[src/rtl/pool_pkg.sv]
// rtl/pool_pkg.sv - shared types and helpers for the pooling engine
package pool_pkg;

    typedef enum logic [2:0] {
        ST_IDLE,
        ST_RD_REQ,
        ST_RD_WAIT,
        ST_WR_REQ,
        ST_DONE
    } pool_state_t;

    typedef enum logic {
        POOL_MAX = 1'b0,
        POOL_AVG = 1'b1
    } pool_mode_t;

    // Job fields latched on an accepted start; shift is 0 in max mode.
    typedef struct packed {
        pool_mode_t mode;
        logic [2:0] k;
        logic [2:0] s;
        logic [3:0] shift;
    } pool_cfg_t;

    // log2(K*K) for the window edges that average mode accepts.
    function automatic logic [3:0] log2_k2(input logic [2:0] k);
        case (k)
            3'd2:    log2_k2 = 4'd2;
            3'd4:    log2_k2 = 4'd4;
            default: log2_k2 = 4'd0;
        endcase
    endfunction

endpackage

[src/rtl/pool_reduce.sv]
// rtl/pool_reduce.sv - window accumulator: running signed max or sum
module pool_reduce
    import pool_pkg::*;
#(
    parameter int DATA_W = 16,
    parameter int MAX_K  = 4
) (
    input  logic              clk,
    input  logic              rst,
    input  logic              clear,
    input  logic              en,
    input  pool_mode_t        mode,
    input  logic [3:0]        shift,
    input  logic [DATA_W-1:0] data,
    output logic [DATA_W-1:0] result
);

    // Wide enough to hold the sum of MAX_K*MAX_K elements without overflow.
    localparam int SUM_W = DATA_W + 2 * $clog2(MAX_K);

    logic signed [SUM_W-1:0] acc;
    logic signed [SUM_W-1:0] data_ext;

    assign data_ext = {{(SUM_W - DATA_W){data[DATA_W-1]}}, data};

    // First element of a window loads the accumulator, later ones fold in.
    always_ff @(posedge clk) begin
        if (rst) begin
            acc <= '0;
        end else if (en) begin
            if (clear) begin
                acc <= data_ext;
            end else if (mode == POOL_AVG) begin
                acc <= acc + data_ext;
            end else if (data_ext > acc) begin
                acc <= data_ext;
            end
        end
    end

    // Arithmetic shift floors toward minus infinity; the mean always fits DATA_W.
    assign result = DATA_W'(acc >>> shift);

endmodule

[src/rtl/pool_engine.sv]
// rtl/pool_engine.sv - multi-cycle 2-D max/average pooling engine
module pool_engine
    import pool_pkg::*;
#(
    parameter int DATA_W = 16,
    parameter int ADDR_W = 64,
    parameter int DIM_W  = 16,
    parameter int MAX_K  = 4
) (
    input  logic              clk,
    input  logic              rst,
    input  logic              start,
    input  logic              mode,
    input  logic [ADDR_W-1:0] cfg_src,
    input  logic [ADDR_W-1:0] cfg_dst,
    input  logic [DIM_W-1:0]  cfg_h,
    input  logic [DIM_W-1:0]  cfg_w,
    input  logic [2:0]        cfg_k,
    input  logic [2:0]        cfg_s,
    output logic              rd_req,
    output logic [ADDR_W-1:0] rd_addr,
    input  logic              rd_gnt,
    input  logic              rd_valid,
    input  logic [DATA_W-1:0] rd_data,
    output logic              wr_req,
    output logic [ADDR_W-1:0] wr_addr,
    output logic [DATA_W-1:0] wr_data,
    input  logic              wr_ack,
    output logic              busy,
    output logic              done,
    output logic              err
);

    localparam int         LW     = 2 * DIM_W;
    localparam logic [2:0] MAX_K3 = 3'(MAX_K);

    pool_state_t       state;
    pool_cfg_t         cfg;
    logic [ADDR_W-1:0] src_q, dst_q;
    logic [DIM_W-1:0]  w_q, oh_q, ow_q, oy, ox, noy, nox, oh_c, ow_c;
    logic [2:0]        ky, kx, nky, nkx, s_div;
    logic              reject, win_last, out_last;

    // Start-time checks and output-map size from the raw configuration inputs.
    always_comb begin
        reject = (cfg_k == 3'd0) || (cfg_k > MAX_K3) || (cfg_s == 3'd0)
              || (DIM_W'(cfg_k) > cfg_h) || (DIM_W'(cfg_k) > cfg_w)
              || ((mode == POOL_AVG) && !(cfg_k == 3'd1 || cfg_k == 3'd2 || cfg_k == 3'd4));
        s_div  = (cfg_s == 3'd0) ? 3'd1 : cfg_s;
        oh_c   = (cfg_h - DIM_W'(cfg_k)) / DIM_W'(s_div) + DIM_W'(1);
        ow_c   = (cfg_w - DIM_W'(cfg_k)) / DIM_W'(s_div) + DIM_W'(1);
    end

    // Next position in row-major window order and row-major output order.
    always_comb begin
        win_last = (kx == cfg.k - 3'd1) && (ky == cfg.k - 3'd1);
        nkx      = (kx == cfg.k - 3'd1) ? 3'd0 : kx + 3'd1;
        nky      = (kx == cfg.k - 3'd1) ? ky + 3'd1 : ky;
        out_last = (ox == ow_q - DIM_W'(1)) && (oy == oh_q - DIM_W'(1));
        nox      = (ox == ow_q - DIM_W'(1)) ? '0 : ox + DIM_W'(1);
        noy      = (ox == ow_q - DIM_W'(1)) ? oy + DIM_W'(1) : oy;
    end

    function automatic logic [ADDR_W-1:0] elem_addr(input logic [DIM_W-1:0] oy_i,
                                                    input logic [DIM_W-1:0] ox_i,
                                                    input logic [2:0]       ky_i,
                                                    input logic [2:0]       kx_i);
        logic [LW-1:0] row, col;
        row = LW'(oy_i) * LW'(cfg.s) + LW'(ky_i);
        col = LW'(ox_i) * LW'(cfg.s) + LW'(kx_i);
        return src_q + (ADDR_W'(row * LW'(w_q) + col) << 1);
    endfunction

    pool_reduce #(
        .DATA_W (DATA_W),
        .MAX_K  (MAX_K)
    ) u_reduce (
        .clk    (clk),
        .rst    (rst),
        .clear  ((kx == 3'd0) && (ky == 3'd0)),
        .en     ((state == ST_RD_WAIT) && rd_valid),
        .mode   (cfg.mode),
        .shift  (cfg.shift),
        .data   (rd_data),
        .result (wr_data)
    );

    // Job sequencer: one read in flight, one write per finished window.
    always_ff @(posedge clk) begin
        if (rst) begin
            state   <= ST_IDLE;
            cfg     <= '0;
            src_q   <= '0;
            dst_q   <= '0;
            w_q     <= '0;
            oh_q    <= '0;
            ow_q    <= '0;
            oy      <= '0;
            ox      <= '0;
            ky      <= '0;
            kx      <= '0;
            rd_req  <= 1'b0;
            rd_addr <= '0;
            wr_req  <= 1'b0;
            wr_addr <= '0;
            busy    <= 1'b0;
            done    <= 1'b0;
            err     <= 1'b0;
        end else begin
            done <= 1'b0;
            err  <= 1'b0;
            case (state)
                ST_IDLE: begin
                    if (start) begin
                        busy <= 1'b1;
                        if (reject) begin
                            state <= ST_DONE;
                            done  <= 1'b1;
                            err   <= 1'b1;
                        end else begin
                            cfg     <= '{mode:  pool_mode_t'(mode), k: cfg_k, s: cfg_s,
                                         shift: (mode == POOL_AVG) ? log2_k2(cfg_k) : 4'd0};
                            src_q   <= cfg_src;
                            dst_q   <= cfg_dst;
                            w_q     <= cfg_w;
                            oh_q    <= oh_c;
                            ow_q    <= ow_c;
                            oy      <= '0;
                            ox      <= '0;
                            ky      <= '0;
                            kx      <= '0;
                            rd_addr <= cfg_src;
                            rd_req  <= 1'b1;
                            state   <= ST_RD_REQ;
                        end
                    end
                end
                ST_RD_REQ: begin
                    if (rd_gnt) begin
                        rd_req <= 1'b0;
                        state  <= ST_RD_WAIT;
                    end
                end
                ST_RD_WAIT: begin
                    if (rd_valid) begin
                        if (win_last) begin
                            wr_addr <= dst_q + (ADDR_W'(LW'(oy) * LW'(ow_q) + LW'(ox)) << 1);
                            wr_req  <= 1'b1;
                            state   <= ST_WR_REQ;
                        end else begin
                            kx      <= nkx;
                            ky      <= nky;
                            rd_addr <= elem_addr(oy, ox, nky, nkx);
                            rd_req  <= 1'b1;
                            state   <= ST_RD_REQ;
                        end
                    end
                end
                ST_WR_REQ: begin
                    if (wr_ack) begin
                        wr_req <= 1'b0;
                        kx     <= '0;
                        ky     <= '0;
                        if (out_last) begin
                            done  <= 1'b1;
                            state <= ST_DONE;
                        end else begin
                            ox      <= nox;
                            oy      <= noy;
                            rd_addr <= elem_addr(noy, nox, 3'd0, 3'd0);
                            rd_req  <= 1'b1;
                            state   <= ST_RD_REQ;
                        end
                    end
                end
                ST_DONE: begin
                    busy  <= 1'b0;
                    state <= ST_IDLE;
                end
                default: state <= ST_IDLE;
            endcase
        end
    end

endmodule

[config.mk]
export PLATFORM = sky130hd
export DESIGN_NAME = pool_engine
export DESIGN_NICKNAME = d
export VERILOG_FILES = /design/src/rtl/pool_pkg.sv /design/src/rtl/pool_reduce.sv /design/src/rtl/pool_engine.sv
export SDC_FILE = /design/constraint.sdc
export NUM_CORES = 2
export LEC_CHECK = 0
export ABC_AREA = 1
export ABC_CLOCK_PERIOD_IN_PS = 34000
export BUFFER_PORTS_ARGS = -buffer_cell sky130_fd_sc_hd__buf_2
export CELL_PAD_IN_SITES_DETAIL_PLACEMENT = 1
export CELL_PAD_IN_SITES_GLOBAL_PLACEMENT = 2
export CORE_MARGIN = 2
export CORE_UTILIZATION = 37
export CTS_CLUSTER_DIAMETER = 150
export DETAILED_ROUTE_END_ITERATION = 16
export GPL_TIMING_DRIVEN = 0
export PLACE_DENSITY = 0.83
export SLEW_MARGIN = 10
export SYNTH_ARGS = -nofsm -noshare
export SYNTH_HDL_FRONTEND = slang
export SYNTH_SLANG_ARGS = --single-unit
[constraint.sdc]
create_clock -name clk -period 34 [get_ports clk]
set_input_delay 6.8 -clock clk [delete_from_list [all_inputs] [get_ports clk]]
set_output_delay 6.8 -clock clk [all_outputs]
set_load 0.05 [all_outputs]
After elaboration in Yosys (flattened, before gate mapping)
Index checks and enable logic that the tools add are counted.
- $add $sub $neg: 20
- multipliers: 7
- divide/modulo/power cells: 2
- magnitude comparators: 4
- equality and inequality tests: 19
- shifts and indexed selects: 1
- muxes and demuxes: 61
- bitwise gates (word level): 2
- reduce and logical (&&, ||, !) cells: 35
- operators by type and width (kind ; number):
    two-way mux 64 bit ; 6
    one-hot mux 64 bit (3 select lines) ; 1
    two-way mux 16 bit ; 8
    multiplier 16 x 3 -> 19 bit ; 4
    adder 16 x 1 -> 16 bit (second input constant) ; 4
    adder 64 x 34 -> 64 bit ; 1
    adder 64 x 37 -> 64 bit ; 1
    adder 64 x 38 -> 64 bit ; 1
    one-hot mux 16 bit (2 select lines) ; 2
    two-way mux 20 bit ; 3
    two-way mux 3 bit ; 16
    adder 19 x 3 -> 20 bit ; 2
    adder 36 x 20 -> 37 bit ; 1
    adder 35 x 19 -> 36 bit ; 1
    multiplier 20 x 16 -> 36 bit ; 1
    multiplier 19 x 16 -> 35 bit ; 1
    adder 32 x 16 -> 33 bit ; 1
    divider 16 x 3 -> 16 bit ; 2
    == test 16 bit ; 2
    greater-than comparator 3 x 16 -> 1 bit ; 2
    multiplier 16 x 16 -> 32 bit ; 1
    subtractor 16 x 1 -> 16 bit (second input constant) ; 2
    subtractor 16 x 3 -> 16 bit ; 2
    adder 20 x 16 -> 20 bit ; 1
    other kinds (34) ; 85
- bits in registers: 381
- latch bits: 0
- bits in writable memories: 0
- bits in read-only memories: 0
- input bits: 189
- memories kept: 0

Longest topological paths before layout
- depth after elaboration: 10
- mapped depth: 182

By module
A second synthesis with hierarchy kept.
- cell total of the unflattened synthesis: 9811
- area, all modules: 68333.0 um^2
- by module, submodules not included (module ; instances ; cells an instance ; area each (um^2) ; sequential area each (um^2)):
    pool_engine ; 1 ; 9200 ; 64918.5 ; 7186.9
    pool_reduce ; 1 ; 611 ; 3414.5 ; 400.4

Worst setup path before layout
OpenSTA, ideal clock, no wires.
- path kind: input -> register
- from: input port cfg_s[2]
- to: register oh_q[14]
- arrival: 29.986 ns
- data required time: 33.883 ns
- setup slack: 3.897 ns
- cell stages on the path: 168
- path buffers: 5
- path through: nor2_2 nor2_1 ha_1 o21ai_2 or2_1 nand2_1 ha_1 a21oi_1 nand2_1 nand2_1 or2_2 nand2_1 ha_1 inv_1 o21bai_1 nand2_1 inv_2 nor2_4 (+132 left out) o21ai_0 ha_1 a21boi_0 o21a_1 nand3_1 nand3_1 nor2_2 nand2_4 ha_1 nand2_1 nor2_1 nand3_1 nor3_1 nand3_1 nor3_1 o21ai_0 o221ai_1 inv_1
- word-level cells in the longest chain between the ends: 7
- elaborated cells between the ends (all ways): 10
- RTL lines (what ; RTL line ; RTL):
    from (decl) ; pool_engine.sv:19 ; input logic [2:0] cfg_s,
    branches (longest 7 deep; another with divider 16 x 3 -> 16 bit) ; - ;
    to (signal assigned) ; pool_engine.sv:126 ; oh_q <= oh_c;
    to (decl) ; pool_engine.sv:40 ; logic [DIM_W-1:0] w_q, oh_q, ow_q, oy, ox, noy, nox, oh_c, ow_c;
Several ways; the timed one is not identified.
A chain may end at the register's enable or synchronous reset.

Final worst setup path
- from: input port cfg_k[1]
- to: register oh_q[14]
- word-level cells in the longest chain between the ends: 8
- elaborated cells between the ends (all ways): 21
- RTL lines (what ; RTL line ; RTL):
    from (decl) ; pool_engine.sv:18 ; input logic [2:0] cfg_k,
    branches (longest 8 deep; another with subtractor 16 x 3 -> 16 bit) ; - ;
Several ways; the timed one is not identified.

==> impl_metrics.env <==
export IMPL_synthXorXnorAreaFrac_pct=3.62
export IMPL_drcViolationCount=0
export IMPL_min_period_ps=32060
export IMPL_netlist_area_mm2=0.0679
export IMPL_ys_warn_count=0
export IMPL_cts_tree="done"
export IMPL_avgRoutedWirePerCell_um=22.8
export IMPL_cp_max_fo=10
export IMPL_worst_pin_slew_ps=1360
export IMPL_synth_ff_type="dfxtp_1"
export IMPL_hold_buffers=0
export IMPL_cap_violations=0
export IMPL_yosysTopAreaCell="fa_1"
export IMPL_grt_overflow=0
export IMPL_syn_num_nets=11200
export IMPL_htree_levels=2
export IMPL_hold_viol=0
export IMPL_regArea_mm2=0.00759
export IMPL_tns_ps=0
export IMPL_initial_core_util_pct=37.2
export IMPL_synth_compound_area_share_pct=10.5
export IMPL_end_kind="register"
export IMPL_die_h_um=432
export IMPL_insertion_delay_ps=710
export IMPL_path_class="in2reg"
export IMPL_synth_area_top_cells="fa_1, ha_1, dfxtp_1"
export IMPL_slew_headroom_pct=9.52
export IMPL_cts_buffer_depth=3
export IMPL_grt_pass1_vias=68800
export IMPL_synthAdderAreaFrac_pct=36.5
export IMPL_start_kind="input port"
export IMPL_clk_pin_slew_ps=70
export IMPL_clockPowerShare_pct=8.2
export IMPL_core_area_mm2=0.183
export IMPL_pre_cts_ws_ps=-1900
export IMPL_internal_power_w=0.00250
export IMPL_ys_types=76
export IMPL_cellLeakagePower_nw=40.0
export IMPL_wl_um=284000
export IMPL_synth_top_cell_area_share_pct=24.6
export IMPL_fillCellCount=23300
export IMPL_cts_root_buf="clkbuf_16"
export IMPL_area_delta_synth_final_pct=10.4
export IMPL_fmax_ghz=0.0312
export IMPL_setup_violations_final=0
export IMPL_vias=64800
export IMPL_crit_required_ps=34560
export IMPL_clkSinkCount=379
export IMPL_final_layout_size_suffix_gt1_share_pct=9.16
export IMPL_share_comb_of_total_power_pct=84.3
export IMPL_grt_total_usage_pct=30.1
export IMPL_syn_avg_cell_area_um2=7.09
export IMPL_first_pass_iters=5
export IMPL_synth_top_family_by_area="adder cells"
export IMPL_status="completed"
export IMPL_slew_viol_final=0
export IMPL_cpMostUsedCell="nand2_1"
export IMPL_cp_slowest_stage_delay_ps=370
export IMPL_switching_share_pct=63.9
export IMPL_postRouteAntennaNets=0
export IMPL_place_hpwl_um=241000
export IMPL_grt_pass1_wl_um=424000
export IMPL_yosys_area_share_simple_pct=24.4
export IMPL_final_util_pct=41.0
export IMPL_async_reset_ff_share_pct=0
export IMPL_synthCells=9575
export IMPL_antenna_found_initial=30
export IMPL_dieArea_mm2=0.187
export IMPL_hp_class="reg2reg"
export IMPL_num_rows=157
export IMPL_die_w_um=432
export IMPL_finalWeightedCongestion=0.944
export IMPL_cpMaxStageDelayCell="ha_1"
export IMPL_ys_seq_area_share_pct=11.2
export IMPL_port_buffers=336
export IMPL_fin_skew_ps=56.0
export IMPL_ys_ff_latch=379
export IMPL_pwr_share_seq_pct=7.6
export IMPL_timing_critical_path_arrival_ps=32620
export IMPL_drt_iter0_markers=3822
export IMPL_p_per_area_mw_per_mm2=92.5
export IMPL_muxShareOfSynthArea_pct=0.0737
export IMPL_final_nets=11700
export IMPL_worst_slack_ps=1940
export IMPL_pin_count=338
export IMPL_ir_worst_vdd_v=0.000210
export IMPL_post_route_period_util_pct=94.3
export IMPL_whs_path_depth=2
export IMPL_rr_worst_depth=88
export IMPL_multi_input_area_mm2=0.0513
export IMPL_synth_edf_count=0
export IMPL_power_switching_w=0.00443
export IMPL_viasPerCell=5.21
export IMPL_numCtsBuffers=48
export IMPL_grt_max_degree=32
## cells by family (layout without fill, tap and decap cells)
family	count (synthesis)	in the layout
AO/OA/AOI/OAI	1271	1271
XOR/XNOR	280	280
adder cells (fa/ha/maj)	1483	1483
buffers and inverters	2410	2880
flip-flops	379	379
multiplexers	5	5
other	0	8
AND/OR/NAND/NOR	3747	3747
## routing by layer
layer / global-route usage (%) / vias up / share of wire, %
met5: 0 / - / 0.041
met2: 50.5 / 1593 / 47
met4: 15.4 / 18 / 6.0
li1: - / 30300 / -
met3: 3.31 / 497 / 5.0
met1: 38.2 / 32400 / 42
## metrics by stage
stage | hold WS (ps) | area [um^2] | std cells | total power [W]
finish | 455 | 75000 | 12400 | 0.00694
global route | 486 | 75000 | 12400 | 0.00766
CTS | 458 | 74400 | 12400 | 0.00680
detailed placement | 448 | 72700 | 12300 | 0.00620
global placement | 440 | 72600 | 12300 | 0.00607
floorplan | 430 | 67900 | 9575 | 0.00483
## placed cells by master, fill, tap and decap left out, types with 70 or more instances in the layout
master,instances
nand4_1,112
xor2_1,207
clkbuf_1,324
o21ai_0,503
buf_2,336
fa_1,834
inv_1,1987
a21oi_1,465
nor3_1,92
nand3_1,285
nor2_1,892
nand2_1,1962
ha_1,648
dfxtp_1,379
nand2_2,86
xnor2_1,70
## path summary, 6_finish.rpt
check	startpoint	end	slack [ps]
setup / recovery	cfg_k[1]	oh_q[14]	1940
hold / removal	dst_q[0]	dst_q[0]	450
setup reg to reg	ow_q[0]	rd_addr[63]	14710
hold reg to reg	dst_q[0]	dst_q[0]	450
## power by group through the flow
stage                     clock network (W)  registers [W]  logic (W)
final                              0.000566       0.000524    0.00585
after global routing               0.000591       0.000527    0.00654
after CTS                          0.000577       0.000523    0.00570
after detailed placement                  0       0.000532    0.00566
after global placement                    0       0.000531    0.00554
after floorplan                           0       0.000567    0.00426
## synth_stat cells (5+ instances only)
cell,instances
inv_1,1997
o31ai_1,18
nand3b_1,20
xor2_1,209
nand2_1,1962
o21ai_1,19
nor4_1,22
o211ai_1,28
or2_2,55
a211oi_1,22
nand3_2,50
nand2_2,86
ha_1,649
a21oi_2,6
nor3b_1,6
nor2_4,40
dfxtp_1,379
nor2_1,907
a22oi_1,30
a31oi_1,19
mux2i_1,5
nand4_1,112
fa_1,834
nor3_1,97
a21o_1,7
buf_6,16
nand2_4,25
clkbuf_8,7
buf_1,20
nor2_2,34
xnor2_1,70
and2_1,7
o221ai_1,19
o21ai_2,14
a21oi_1,474
nand3_1,287
clkbuf_1,319
o21a_1,26
nand3_4,14
clkinv_1,16
a221oi_1,7
o21bai_1,40
inv_2,23
o21ai_0,513
## sequential cells by signal, summed over array words and instances (netlist names), 9 cells and up
signal	cells
ow_q	16
cfg	9
oy	16
wr_addr	64
u_reduce.acc	20
rd_addr	64
src_q	64
oh_q	16
dst_q	64
ox	16
w_q	16
## critical path, delay by kind of cell
kind	cells	cell delay [ps]
AOI/OAI and AO/OA	31	4600
adders and majority gates	18	5440
buffers and inverters	34	3870
and+or+nand+nor	91	11770
## timing repair
item                                    4_1_cts  5_1_grt
pin swaps                                     1       23
endpoints found under the setup margin       15       32
resized for setup                            15       67
endpoints found under the hold margin         0        0
setup buffers                                 2       39
## area by class of cell
cell class / instances / area share, %
Buffer: 367 / 2.13
Inverter: 2043 / 10.3
Clock buffer: 64 / 1.75
Multi-Input combinational cell: 6786 / 68.4
Clock inverter: 24 / 0.466
Timing Repair Buffer: 382 / 2.78
Tap cell: 2385 / 3.98
Sequential cell: 379 / 10.1
Antenna cell: 8 / 0.0267
Note: power is estimated with default switching activity, not from simulation.
